**src/rtl/axi_lite_reg_bridge.sv**
```systemverilog
// AXI4-Lite slave that serialises host reads and writes onto the single
// register port of the GPU register file (en/addr/din/we, dout one cycle
// after en). Reads and writes alternate when both are pending.
//
// state      | meaning
// -----------+------------------------------------------------------------
// IDLE       | accept AW/W/AR halves into latches, arbitrate latched work
// WR_ISSUE   | one-cycle register write strobe from the latched AW/W
// WR_RESP    | bvalid held until bready
// RD_ISSUE   | one-cycle register read strobe from the latched AR
// RD_CAPTURE | register dout valid this cycle, captured into rdata
// RD_RESP    | rvalid held with stable rdata until rready
module axi_lite_reg_bridge #(
    parameter int ADDR_BITS  = 7,
    parameter int DATA_BYTES = 4
) (
    input  logic                    clk,
    input  logic                    rst,
    input  logic [ADDR_BITS-1:0]    s_axi_awaddr,
    input  logic                    s_axi_awvalid,
    output logic                    s_axi_awready,
    input  logic [8*DATA_BYTES-1:0] s_axi_wdata,
    input  logic [DATA_BYTES-1:0]   s_axi_wstrb,
    input  logic                    s_axi_wvalid,
    output logic                    s_axi_wready,
    output logic [1:0]              s_axi_bresp,
    output logic                    s_axi_bvalid,
    input  logic                    s_axi_bready,
    input  logic [ADDR_BITS-1:0]    s_axi_araddr,
    input  logic                    s_axi_arvalid,
    output logic                    s_axi_arready,
    output logic [8*DATA_BYTES-1:0] s_axi_rdata,
    output logic [1:0]              s_axi_rresp,
    output logic                    s_axi_rvalid,
    input  logic                    s_axi_rready,
    output logic                    reg_en,
    output logic [ADDR_BITS-1:0]    reg_addr,
    output logic [8*DATA_BYTES-1:0] reg_din,
    output logic [DATA_BYTES-1:0]   reg_we,
    input  logic [8*DATA_BYTES-1:0] reg_dout
);

    localparam int DW = 8 * DATA_BYTES;

    typedef enum logic [2:0] {
        IDLE,
        WR_ISSUE,
        WR_RESP,
        RD_ISSUE,
        RD_CAPTURE,
        RD_RESP
    } state_t;

    state_t state, state_nx;

    logic                  aw_held, w_held, ar_held;
    logic                  prio_write;
    logic [ADDR_BITS-1:0]  aw_addr, ar_addr;
    logic [DW-1:0]         w_data;
    logic [DATA_BYTES-1:0] w_strb;
    logic [DW-1:0]         rdata_q;
    logic                  in_idle;
    logic                  aw_hs, w_hs, ar_hs;
    logic                  wr_grant, rd_grant;

    // Readies are gated by rst so nothing handshakes while reset is held.
    assign in_idle       = (state == IDLE) && !rst;
    assign s_axi_awready = in_idle && !aw_held;
    assign s_axi_wready  = in_idle && !w_held;
    assign s_axi_arready = in_idle && !ar_held && !(aw_held && w_held && prio_write);

    assign aw_hs = s_axi_awvalid && s_axi_awready;
    assign w_hs  = s_axi_wvalid && s_axi_wready;
    assign ar_hs = s_axi_arvalid && s_axi_arready;

    // Grants act on latched halves only; a pending read steals the port
    // from a complete write when priority has flipped to read.
    assign wr_grant = aw_held && w_held && (prio_write || !ar_held);
    assign rd_grant = ar_held && !wr_grant;

    assign s_axi_bresp  = 2'b00;
    assign s_axi_rresp  = 2'b00;
    assign s_axi_bvalid = (state == WR_RESP);
    assign s_axi_rvalid = (state == RD_RESP);
    assign s_axi_rdata  = rdata_q;

    // State register.
    always_ff @(posedge clk or posedge rst) begin
        if (rst) begin
            state <= IDLE;
        end else begin
            state <= state_nx;
        end
    end

    // Next-state logic.
    always_comb begin
        state_nx = state;
        case (state)
            IDLE: begin
                if (wr_grant) begin
                    state_nx = WR_ISSUE;
                end else if (rd_grant) begin
                    state_nx = RD_ISSUE;
                end
            end
            WR_ISSUE:   state_nx = WR_RESP;
            WR_RESP:    if (s_axi_bready) state_nx = IDLE;
            RD_ISSUE:   state_nx = RD_CAPTURE;
            RD_CAPTURE: state_nx = RD_RESP;
            RD_RESP:    if (s_axi_rready) state_nx = IDLE;
            default:    state_nx = IDLE;
        endcase
    end

    // Register-port drive: only the ISSUE states touch the register file.
    always_comb begin
        reg_en   = 1'b0;
        reg_addr = '0;
        reg_din  = '0;
        reg_we   = '0;
        case (state)
            WR_ISSUE: begin
                reg_en   = 1'b1;
                reg_addr = aw_addr;
                reg_din  = w_data;
                reg_we   = w_strb;
            end
            RD_ISSUE: begin
                reg_en   = 1'b1;
                reg_addr = ar_addr;
            end
            default: ;
        endcase
    end

    // Request latches, arbitration priority and read-data capture.
    always_ff @(posedge clk or posedge rst) begin
        if (rst) begin
            aw_held    <= 1'b0;
            w_held     <= 1'b0;
            ar_held    <= 1'b0;
            prio_write <= 1'b1;
            aw_addr    <= '0;
            ar_addr    <= '0;
            w_data     <= '0;
            w_strb     <= '0;
            rdata_q    <= '0;
        end else begin
            if (aw_hs) begin
                aw_held <= 1'b1;
                aw_addr <= s_axi_awaddr;
            end
            if (w_hs) begin
                w_held <= 1'b1;
                w_data <= s_axi_wdata;
                w_strb <= s_axi_wstrb;
            end
            if (ar_hs) begin
                ar_held <= 1'b1;
                ar_addr <= s_axi_araddr;
            end
            if (state == IDLE && wr_grant) begin
                prio_write <= 1'b0;
            end else if (state == IDLE && rd_grant) begin
                prio_write <= 1'b1;
                ar_held    <= 1'b0;
            end
            if (state == WR_ISSUE) begin
                aw_held <= 1'b0;
                w_held  <= 1'b0;
            end
            if (state == RD_CAPTURE) begin
                rdata_q <= reg_dout;
            end
        end
    end

endmodule
```
**config.mk**
```make
export PLATFORM = sky130hd
export DESIGN_NAME = axi_lite_reg_bridge
export DESIGN_NICKNAME = d
export VERILOG_FILES = /design/src/rtl/axi_lite_reg_bridge.sv
export SDC_FILE = /design/constraint.sdc
export NUM_CORES = 1
export LEC_CHECK = 0
export CAP_MARGIN = 20
export CORE_ASPECT_RATIO = 1.2
export CORE_UTILIZATION = 45
export CTS_CLUSTER_DIAMETER = 80
export DETAILED_ROUTE_END_ITERATION = 10
export GPL_TIMING_DRIVEN = 0
export PLACE_DENSITY = 0.85
export SLEW_MARGIN = 15
export SYNTH_ARGS = -nofsm -noshare
export SYNTH_HDL_FRONTEND = slang
export SYNTH_SLANG_ARGS = --single-unit
```
**constraint.sdc**
```tcl
create_clock -name clk -period 4.8 [get_ports clk]
set_clock_uncertainty 0.15 [all_clocks]
set_input_delay 0.72 -clock clk [delete_from_list [all_inputs] [get_ports clk]]
set_output_delay 0.72 -clock clk [all_outputs]
set_load 0.02 [all_outputs]
```
== Word level (Yosys, flattened, before mapping) ==
Cells that the tools add are included.
Operators by class
  equality and inequality tests: 8
  muxes and demuxes: 18
  reduce and logical (&&, ||, !) cells: 27
Operator list (count)
  $mux 32: 1
  $pmux 3 s6: 1
  $logic_and 1x1->1: 14
  $pmux 7 s2: 1
  $mux 3: 4
  $mux 1: 10
  $eq 3x2->1 const B: 2
  $eq 3x3->1 const B: 2
  $logic_not 1->1: 6
  $reduce_bool 2->1: 3
  $mux 4: 1
  $ne 2x1->1 const B: 2
  $eq 3x1->1 const B: 1
  $logic_not 3->1: 1
  $ne 3x3->1 const B: 1
  $reduce_and 3->1: 1
  $reduce_or 2->1: 1
  $logic_or 1x1->1: 1
Word-level totals
  register bits after elaboration: 89
  input port bits: 89
  output and inout bits: 85
  word-level logic and storage cells: 63

== Longest topological paths before layout ==
Gate-level depths: netlist of the first run.
  depth in word-level cells: 8
  mapped depth: 6
  depth with buffers taken out: 3

== Worst setup path after synthesis of the first run ==
OpenSTA, ideal clock, no wires.
  kind: input -> output
  start: in rst
  end: out s_axi_awready
  arrival time: 3.149 ns
  required time: 3.930 ns
  path slack: 0.781 ns
  stages: 3
  buffers on the path: 0
  path through: inv_1 > nand2_1 > nor2_1
Between the ends
  word-level cells in the longest chain between the ends: 3
Ends and longest elaborated chain
  from (decl): line 18  | input logic rst,
  $logic_not 1->1 (no line)
  $logic_and 1x1->1: line 67  | assign in_idle = (state == IDLE) && !rst;
  $logic_and 1x1->1: line 68  | assign s_axi_awready = in_idle && !aw_held;
  to (decl): line 21  | output logic s_axi_awready,
No other way between the ends.

== Worst setup path after layout of the first run ==
  start: reg state[0]
  end: out reg_din[19]
Between the ends
  word-level cells in the longest chain between the ends: 2
Ends and longest elaborated chain
  from (decl): line 54  | state_t state, state_nx;
  from (signal assigned): line 92  | state <= state_nx;
  $eq 3x1->1: line 122  | case (state)
  $mux 32: line 122
  to (decl): line 38  | output logic [8*DATA_BYTES-1:0] reg_din,
No other way between the ends.

==> metrics.cfg, run 1 <==
[outcome]
status = finished clean

[critical_path]
r2r_setup_slack_ns = 2.73
worstPathRequired_ns = 3.93
r2r_start = state[1]$_DFFE_PP0P_
critPathLaunch = state[0]$_DFFE_PP0P_
crit_type = flip-flop to primary output
ff2ff_path_depth = 4
timing.rr.end = aw_addr[5]$_DFFE_PP0P_
cp_max_fo = 10
worstSetupStartpointType = flip-flop
end_kind = primary output
cp.arrival_ns = 2.73

[routing]
drt_iter0_drc = 53
via_count = 2774
dr.pass1.iters = 4
drc = 0
wl_per_cell_um = 15.2
via_per_inst = 4.75
postRouteAntennaNets = 0
wirelength_um = 8880

[synth]
synth_cells = 278
yosysSeqAreaShare_pct = 56.3
synth-simple-area-share_pct = 10.2
synth_edf_count = 0
synth-adder-area-share_pct = 0
ys_types = 29
synth_top_family_by_area = multiplexers
synth_compound_area_share_pct = 1.64
yosysWarnings = 0
ys_async_sr_fraction_pct = 100
synth_ff_type = dfrtp_1
synth.ff_latch_count = 89
synth_xor_area_share_pct = 0
synth_area_um2 = 3960
synth_mux_area_share_pct = 28.2
syn_avg_cell_area_um2 = 14.2

[cells_and_area]
nFillCells = 597
drive_above_1_share_pct = 25.5
area_growth_pct = 52.8
layout.nets = 551
diodes = 0

[place]
numPortBuffers = 169
gp_congestion = 0.798
dpl.hpwl_um = 6780

[cts]
cts_inserted_buffers = 9
cts_sinks = 89
clk_latency_ns = 0.35
cts.root.buffer_cell = clkbuf_8
postCtsHoldBufs = 0
cts.clk_slew.worst_paths_ns = 0.08
clk_path_buf_depth = 2
post_cts_buffers = 0
cts_tree = yes
post_cts_resize_count = 0
cts_max_level = 3

[sta]
final.min_clock_period_ns = 3.60
max_slew_margin_pct = 62.0
setup_viol = 0
rsz0062_at_grt = false
min_period_over_period_pct = 75.1
worstMarginPinSlew_ns = 0.570
tns_ns = 0
fmax_mhz = 278
slew_violations = 0
hold_viol = 0

[global_routing]
antenna_found_initial = 0
track_usage_pct = 20.3
grt_pass1_vias = 2983
grt_overflow = 0
grt_max_degree = 55
grt_pass1_wl_um = 14000

[floorplanning]
start_util_pct = 46.2
die_h_um = 105
die_area_um2 = 9170
coreArea_um2 = 8560
row_count = 37
num_io_pins = 174
die_w_um = 87.6

[flow_run]
max-cap-violations = 0

[power_and_ir_drop]
power_leakage_nw = 2.65
p_per_area_nw_per_um2 = 608
total_power_mw = 3.67
peakVddDrop_v = 0.000302

[worst_hold_path]
min_path_type = flip-flop to flip-flop
hold_end = w_data[31]$_DFFE_PP0P_
min_delay_path_depth = 1
min_from = w_data[31]$_DFFE_PP0P_

-- metal layers --
| layer | wire (µm) | track usage [%] | up-vias |
|---|---|---|---|
| met4 | 222 | 9.72 | 0 |
| met3 | 644 | 5.85 | 17 |
| li1 | - | - | 1311 |
| met5 | 0 | 0 | - |
| met2 | 4460 | 34.2 | 114 |
| met1 | 3550 | 23.4 | 1332 |
-- logic make-up after synthesis --
kind of cell | after synthesis
AO/OA/AOI/OAI | 9
multiplexers | 90
AND/OR/NAND/NOR | 66
other | 1
flip-flops | 89
buffers and inverters | 23
-- critical path, stage by stage, from the launching register on --
cell	delay (ns)
dfrtp_1	0.39
buf_2	0.22
nor3b_1	0.29
clkbuf_1	0.36
clkbuf_1	0.31
and2_1	0.19
clkdlybuf4s50_1	0.61
-- cells in the final DEF (no fill, tap or decap), types with 2 or more instances in the layout --
master,Yosys,routed
clkbuf_8,0,9
nor3_1,2,2
buf_6,4,4
inv_1,3,2
clkbuf_1,6,6
mux2_2,52,52
nor3b_1,2,2
nor2_1,13,13
a21oi_1,3,3
conb_1,1,4
clkdlybuf4s50_1,0,169
buf_2,5,5
mux2_4,30,30
and2_1,36,36
clkinv_2,0,5
nand3b_1,2,2
mux2i_1,8,8
bufinv_16,0,2
nand2_1,5,5
buf_4,5,5
dfrtp_1,88,88
a211oi_1,2,2
-- cell usage after synthesis, types with 2 or more instances --
cell | instances | share of area [%]
inv_1 | 3 | 0.28
nor3b_1 | 2 | 0.38
buf_4 | 5 | 0.95
nand3b_1 | 2 | 0.38
buf_2 | 5 | 0.63
mux2i_1 | 8 | 2.0
buf_6 | 4 | 1.1
mux2_2 | 52 | 15
nor2_1 | 13 | 1.2
and2_1 | 36 | 5.7
dfrtp_1 | 88 | 56
clkbuf_1 | 6 | 0.57
a211oi_1 | 2 | 0.38
a21oi_1 | 3 | 0.38
mux2_4 | 30 | 11
nand2_1 | 5 | 0.47
nor3_1 | 2 | 0.25
-- per-stage QoR --
stage	cells	utilization [%]	hold slack [ns]	instance area, µm²	setup WS (ns)
after CTS	584	70.6	0.356	6040	1.10
after global routing	584	70.6	0.369	6040	0.932
after global placement	567	67.8	0.330	5810	-0.834
after floorplan	281	-	0.320	3970	0.781
final	584	70.6	0.352	6040	1.20
after detailed placement	568	68.1	0.336	5840	1.37
-- cell type report --
cell class | count | area [µm²] | share of cell area, %
Sequential cell | 89 | 2230 | 36.9
Timing Repair Buffer | 170 | 1720 | 28.4
Multi-Input combinational cell | 169 | 1600 | 26.4
Tap cell | 117 | 146 | 2.42
Buffer | 20 | 130 | 2.15
Clock buffer | 9 | 124 | 2.05
Clock inverter | 7 | 85.1 | 1.41
Inverter | 3 | 13.8 | 0.228
-- where the power goes --
group	internal, mW	switching (mW)	total (mW)
logic	1.03	0.764	1.79
clock network	0.289	0.255	0.543
registers	1.14	0.202	1.34
-- how the worst max path moves through the flow --
stage / to / slack, ns
final: reg_din[19] / 1.20
after global routing: reg_din[19] / 0.93
after CTS: reg_din[19] / 1.10
after detailed placement: s_axi_awready / 1.37
after global placement: s_axi_wready / -0.83
after floorplan: s_axi_awready / 0.78
-- flip-flops by register name (all words and copies together), names as in the netlist --
| signal | count |
|---|---|
| ar_addr | 7 |
| ar_held | 1 |
| aw_addr | 7 |
| aw_held | 1 |
| prio_write | 1 |
| s_axi_rdata | 32 |
| state | 3 |
| w_data | 32 |
| w_held | 1 |
| w_strb | 4 |
(Power assumes the default switching activity.)
==> run 2: changes to the inputs <==
--- a/config.mk
+++ b/config.mk
@@ -7,11 +7,11 @@
 export LEC_CHECK = 0
 export CAP_MARGIN = 20
 export CORE_ASPECT_RATIO = 1.2
-export CORE_UTILIZATION = 45
+export CORE_UTILIZATION = 38
 export CTS_CLUSTER_DIAMETER = 80
 export DETAILED_ROUTE_END_ITERATION = 10
 export GPL_TIMING_DRIVEN = 0
-export PLACE_DENSITY = 0.85
+export PLACE_DENSITY = 0.77
 export SLEW_MARGIN = 15
 export SYNTH_ARGS = -nofsm -noshare
 export SYNTH_HDL_FRONTEND = slang
==> constraint.sdc (replaced) <==
create_clock -name clk -period 2.95 [get_ports clk]
set_clock_uncertainty 0.15 [all_clocks]
set_input_delay 0.4425 -clock clk [delete_from_list [all_inputs] [get_ports clk]]
set_output_delay 0.4425 -clock clk [all_outputs]
set_load 0.02 [all_outputs]
==> run 2 against run 1 <==
  * Power increased by 74%
  * Largest power group unchanged
  * First-iteration DRC count shrank 34%
  * Critical path type unchanged
  * Critical endpoint is now reg_din[26]
  * Sequential share of layout area shrank 1.0 points
==> metrics.cfg, run 2 (same netlist as run 1, synthesis figures left out) <==
[outcome]
status = finished clean  ; unchanged

[routing]
drt_iter0_drc = 35  ; was 53
via_per_inst = 4.71  ; was 4.75
postRouteAntennaNets = 0  ; unchanged
wl_per_cell_um = 15.4  ; was 15.2 µm
wirelength_um = 9170  ; was 8880 µm
via_count = 2806  ; was 2774
dr.pass1.iters = 4  ; unchanged
drc = 0  ; unchanged

[floorplanning]
row_count = 40  ; was 37
num_io_pins = 174  ; unchanged
die_area_um2 = 10800  ; was 9170 µm²
start_util_pct = 39.3  ; was 46.2%
coreArea_um2 = 10100  ; was 8560 µm²
die_h_um = 114  ; was 105 µm
die_w_um = 95.1  ; was 87.6 µm

[cells_and_area]
drive_above_1_share_pct = 27.2  ; was 25.5%
final_common_cell = clkdlybuf4s50_1  ; unchanged
layout.nets = 554  ; was 551
diodes = 0  ; unchanged
area_growth_pct = 57.1  ; was 52.8%
fin_cells = 596  ; was 584
utilization_pct = 61.8  ; was 70.6%
mostFrequentLayoutCells = 149 x clkdlybuf4s50_1, 88 x dfrtp_1, 52 x mux2_2  ; was 169 x clkdlybuf4s50_1, 88 x dfrtp_1, 52 x mux2_2

[place]
gp_congestion = 0.780  ; was 0.798
dpl.hpwl_um = 6900  ; was 6780 µm
numPortBuffers = 169  ; unchanged
pre_cts_ws_ns = -0.359  ; was 1.37 ns
place_inst = 578  ; was 568

[sta]
rsz0062_at_grt = false  ; unchanged
max_slew_margin_pct = 58.7  ; was 62.0%
fmax_mhz = 362
setup_viol = 0  ; unchanged
finalWorstSetupSlack_ns = 0.184  ; was 1.20 ns
final.min_clock_period_ns = 2.77
slew_violations = 0  ; unchanged
min_period_over_period_pct = 93.8
hold_viol = 0  ; unchanged
worstMarginPinSlew_ns = 0.617  ; was 0.570 ns

[critical_path]
crit_type = flip-flop to primary output  ; unchanged
end_kind = primary output  ; unchanged
worstPathRequired_ns = 2.36  ; was 3.93 ns
cp_max_fo = 10  ; unchanged
cp.arrival_ns = 2.17  ; was 2.73 ns
worstSetupStartpointType = flip-flop  ; unchanged

[global_routing]
track_usage_pct = 17.7  ; was 20.3%
grt_pass1_wl_um = 14500  ; was 14000 µm
grt_max_degree = 37  ; was 55
grt_pass1_vias = 2992  ; was 2983
grt_overflow = 0  ; unchanged
antenna_found_initial = 0  ; unchanged

[power_and_ir_drop]
switchingPower_mw = 2.04  ; was 1.22 mW
combPwrFrac_pct = 45.2  ; was 48.8%
swShare_pct = 31.9  ; was 33.2%
power_frac_clock_pct = 20.7  ; was 14.8%
total_power_mw = 6.39  ; was 3.67 mW
p_per_area_nw_per_um2 = 1030  ; was 608 nW/µm²
peakVddDrop_v = 0.000347  ; was 0.000302 V
intPower_mw = 4.35  ; was 2.45 mW
power_leakage_nw = 2.83  ; was 2.65 nW
sequentialPowerShare_pct = 34.0  ; was 36.4%

[cts]
cts_max_level = 3  ; unchanged
cts_sinks = 89  ; unchanged
cts.clk_slew.worst_paths_ns = 0.06  ; was 0.08 ns
cts.root.buffer_cell = clkbuf_16  ; was clkbuf_8
clk_latency_ns = 0.34  ; was 0.35 ns
cts_inserted_buffers = 9  ; unchanged
clk_path_buf_depth = 2  ; unchanged
cts_tree = yes  ; unchanged

[worst_hold_path]
min_path_type = flip-flop to flip-flop  ; unchanged

[flow_run]
max-cap-violations = 0  ; unchanged

[run 2: layout make-up]
class | count | area, µm²
Buffer | 20 | 139
Clock buffer | 10 | 239
Clock inverter | 6 | 115
Fill cell | 820 | 3840
Inverter | 3 | 15.0
Multi-Input combinational cell | 169 | 1600
Sequential cell | 89 | 2230
Tap cell | 126 | 158
Timing Repair Buffer | 172 | 1710
Timing Repair inverter | 1 | 5.00
[run 2: what timing repair did]
action	in CTS	in global routing
endpoints found under the setup margin	38	9
hold buffers	0	0
buffers inserted	1	0
pin swaps	0	0
resized for setup	25	4
cloned	1	0
[run 2: worst max-delay path, stage by stage (launching register included)]
cell and delay (ns):
dfrtp_1 0.38, buf_2 0.22, nor3b_2 0.24, clkbuf_2 0.24
and2_1 0.15, clkdlybuf4s50_1 0.61
[run 2: worst paths after layout]
kind | from | endpoint | slack (ns) | cells past startpoint
hold reg to reg | w_data[27]$_DFFE_PP0P_ | w_data[27]$_DFFE_PP0P_ | 0.35 | 1
max in group asynchronous | rst | w_data[31]$_DFFE_PP0P_ | 1.73 | 4
min in group asynchronous | rst | state[2]$_DFFE_PP0P_ | 0.48 | 3
setup reg to reg | state[1]$_DFFE_PP0P_ | aw_addr[4]$_DFFE_PP0P_ | 0.89 | 4
hold / removal | w_data[27]$_DFFE_PP0P_ | w_data[27]$_DFFE_PP0P_ | 0.35 | 1
setup / recovery | state[0]$_DFFE_PP0P_ | reg_din[26] | 0.18 | 5
[run 2: metrics by stage]
stage,area [µm²],hold WS (ns),setup TNS [ns]
after floorplan,3970,0.320,0
after global placement,5820,0.330,-4.59
after detailed placement,5860,0.338,-1.98
after CTS,6210,0.355,0
after global routing,6220,0.371,0
final,6220,0.348,0
[run 2: power groups by stage]
stage	combinational [mW]	clock (mW)	sequential, mW
after floorplan	1.54	0	2.40
after global placement	2.89	0	2.16
after detailed placement	2.96	0	2.20
after CTS	2.93	1.36	2.18
after global routing	3.12	1.41	2.26
final	2.89	1.33	2.18
[run 2: layer usage]
| metal | wire length (µm) | up-vias | track usage [%] |
|---|---|---|---|
| met5 | 0 | - | 0 |
| li1 | - | 1317 | - |
| met4 | 300 | 0 | 9.80 |
| met1 | 3610 | 1352 | 20.7 |
| met2 | 4610 | 118 | 29.8 |
| met3 | 656 | 19 | 3.93 |
==> run 3: changes to the inputs <==
--- a/config.mk
+++ b/config.mk
@@ -5,13 +5,16 @@
 export SDC_FILE = /design/constraint.sdc
 export NUM_CORES = 1
 export LEC_CHECK = 0
+export ABC_AREA = 0
 export CAP_MARGIN = 20
 export CORE_ASPECT_RATIO = 1.2
+export CORE_MARGIN = 5
 export CORE_UTILIZATION = 38
 export CTS_CLUSTER_DIAMETER = 80
 export DETAILED_ROUTE_END_ITERATION = 10
 export GPL_TIMING_DRIVEN = 0
 export PLACE_DENSITY = 0.77
+export REMOVE_ABC_BUFFERS = 1
 export SLEW_MARGIN = 15
 export SYNTH_ARGS = -nofsm -noshare
 export SYNTH_HDL_FRONTEND = slang
==> run 3 against run 2 <==
  * Clock-buffer cell count up 2
  * Worst setup slack worse by 0.088 ns
  * Flip-flop and latch count stayed put
  * Via count is 2.0% lower
  * Worst hold slack improved by 0.0025 ns
  * Final cell count shrank 2.7%
  * Fmax is 3.1% lower
  * Routed wire length increased by 5.6%
  * Sequential share of layout area is 0.59 points higher
  * First-iteration DRC count rose by 83%
==> metrics.cfg, run 3 (same netlist as run 1, synthesis figures left out) <==
[sta]
timing.hold.ws_ns = 0.351  ; was 0.348 ns
tns_ns = 0  ; unchanged
rsz0062_at_grt = true  ; was false
fmax_mhz = 350  ; was 362 MHz
final.min_clock_period_ns = 2.85  ; was 2.77 ns
max_slew_margin_pct = 66.7  ; was 58.7%
worstMarginPinSlew_ns = 0.499  ; was 0.617 ns
hold_viol = 0  ; unchanged
min_period_over_period_pct = 96.7  ; was 93.8%
slew_violations = 0  ; unchanged
setup_viol = 0  ; unchanged

[cts]
postCtsHoldBufs = 0  ; unchanged
cts.root.buffer_cell = clkbuf_16  ; unchanged
cts_max_level = 3  ; unchanged
cts_sinks = 89  ; unchanged
cts.clk_slew.worst_paths_ns = 0.06  ; about the same
clk_path_buf_depth = 2  ; unchanged
cts_tree = yes  ; unchanged
cts_inserted_buffers = 9  ; unchanged
clk_latency_ns = 0.32  ; was 0.34 ns

[power_and_ir_drop]
power_frac_clock_pct = 16.5  ; was 20.7%
sequentialPowerShare_pct = 36.7  ; was 34.0%
swShare_pct = 33.0  ; was 31.9%
peakVddDrop_v = 0.000397  ; was 0.000347 V
switchingPower_mw = 2.04  ; about the same
intPower_mw = 4.13  ; was 4.35 mW
power_leakage_nw = 2.65  ; was 2.83 nW
combPwrFrac_pct = 46.8  ; was 45.2%
p_per_area_nw_per_um2 = 1010  ; was 1030 nW/µm²
total_power_mw = 6.17  ; was 6.39 mW

[cells_and_area]
final_common_cell = clkdlybuf4s50_1  ; unchanged
layout.nets = 539  ; was 554
mostFrequentLayoutCells = 169 x clkdlybuf4s50_1, 86 x dfrtp_1, 52 x mux2_2  ; was 149 x clkdlybuf4s50_1, 88 x dfrtp_1, 52 x mux2_2
diodes = 0  ; unchanged
drive_above_1_share_pct = 25.1  ; was 27.2%
regArea_um2 = 2230  ; about the same
nFillCells = 817  ; was 820
multiInputGateArea_um2 = 1620  ; was 1600 µm²
area_growth_pct = 54.7  ; was 57.1%
utilization_pct = 60.6  ; was 61.8%

[floorplanning]
die_h_um = 122  ; was 114 µm
start_util_pct = 39.1  ; was 39.3%
coreArea_um2 = 10100  ; about the same
row_count = 40  ; unchanged
die_area_um2 = 12600  ; was 10800 µm²
die_w_um = 103  ; was 95.1 µm
num_io_pins = 174  ; unchanged

[routing]
via_per_inst = 4.74  ; was 4.71
wl_per_cell_um = 16.7  ; was 15.4 µm
drt_iter0_drc = 64  ; was 35
drc = 0  ; unchanged
dr.pass1.iters = 4  ; unchanged
postRouteAntennaNets = 0  ; unchanged
wirelength_um = 9680  ; was 9170 µm
via_count = 2749  ; was 2806

[global_routing]
grt_pass1_vias = 3052  ; was 2992
antenna_found_initial = 0  ; unchanged
grt_pass1_wl_um = 15300  ; was 14500 µm
grt_overflow = 0  ; unchanged
track_usage_pct = 15.8  ; was 17.7%
grt_max_degree = 47  ; was 37

[place]
numPortBuffers = 169  ; unchanged
gp_congestion = 0.772  ; was 0.780
dpl.hpwl_um = 7360  ; was 6900 µm

[critical_path]
end_kind = primary output  ; unchanged
worstSetupStartpointType = flip-flop  ; unchanged
cp.arrival_ns = 2.26  ; was 2.17 ns
cp_max_fo = 17  ; was 10
worstPathRequired_ns = 2.36  ; about the same
crit_type = flip-flop to primary output  ; unchanged

[worst_hold_path]
min_path_type = flip-flop to flip-flop  ; unchanged

[outcome]
status = finished clean  ; unchanged

[flow_run]
max-cap-violations = 0  ; unchanged

==> run 3: cell types whose count changed in the layout (fill, tap and decap cells not counted), sizes merged <==
cell / before / now
dlygate4sd2: 20 / 0
clkinvlp: 3 / 1
clkdlybuf4s50: 149 / 169
clkbuf: 16 / 12
bufinv: 3 / 1
buf: 17 / 9
==> run 3: cell type report <==
| type | count | share of cell area (%) |
|---|---|---|
| clock buffer | 12 | 4.03 |
| inverter | 3 | 0.409 |
| multi-input combinational | 169 | 26.5 |
| timing repair buffer | 178 | 29.8 |
| tap | 126 | 2.58 |
| sequential | 89 | 36.4 |
| clock inverter | 3 | 0.286 |
==> run 3: path summary, 6_finish.rpt <==
path	start	end	slack, ns	cells past startpoint
setup reg to reg	state[2]$_DFFE_PP0P_	w_data[0]$_DFFE_PP0P_	0.69	4
setup / recovery	state[1]$_DFFE_PP0P_	reg_din[1]	0.1	5
hold / removal	w_strb[1]$_DFFE_PP0P_	w_strb[1]$_DFFE_PP0P_	0.35	1
min in group asynchronous	rst	state[1]$_DFFE_PP0P_	0.48	2
max in group asynchronous	rst	w_data[11]$_DFFE_PP0P_	1.64	3
hold reg to reg	w_strb[1]$_DFFE_PP0P_	w_strb[1]$_DFFE_PP0P_	0.35	1
==> run 3: power by group through the flow <==
stage	combinational [mW]	sequential [mW]	clock, mW
after floorplan	1.45	2.45	0
after global placement	2.81	2.22	0
after detailed placement	2.92	2.26	0
after CTS	2.94	2.27	1.05
after global routing	3.08	2.36	1.10
final	2.89	2.27	1.02
==> run 3: layer usage <==
| layer | track usage (%) | routed length (µm) | vias up |
|---|---|---|---|
| li1 | - | - | 1284 |
| met1 | 18.0 | 3720 | 1356 |
| met2 | 27.4 | 5080 | 94 |
| met3 | 3.89 | 674 | 15 |
| met4 | 7.29 | 218 | 0 |
| met5 | 0 | 0 | - |
==> run 3: worst max-delay path: stages, from the launching register on <==
cell             delay [ns]
dfrtp_2                0.59
nor3b_4                0.27
buf_6                  0.18
buf_6                  0.14
and2_1                 0.13
clkdlybuf4s50_1        0.62
==> run 3: what timing repair did <==
item,CTS,global route
endpoints found under the setup margin,39,16
setup buffers,1,0
resized for setup,3,4
pin swaps,1,1
==> run 3: stage by stage <==
step	instances	worst slack (ns)	area [µm²]
2_1_floorplan	261	-0.514	3840
3_3_place_gp	556	-2.28	5690
3_5_place_dp	564	-0.290	5830
4_1_cts	580	0.0149	6110
5_1_grt	580	-0.0588	6120
6_report	580	0.0966	6120
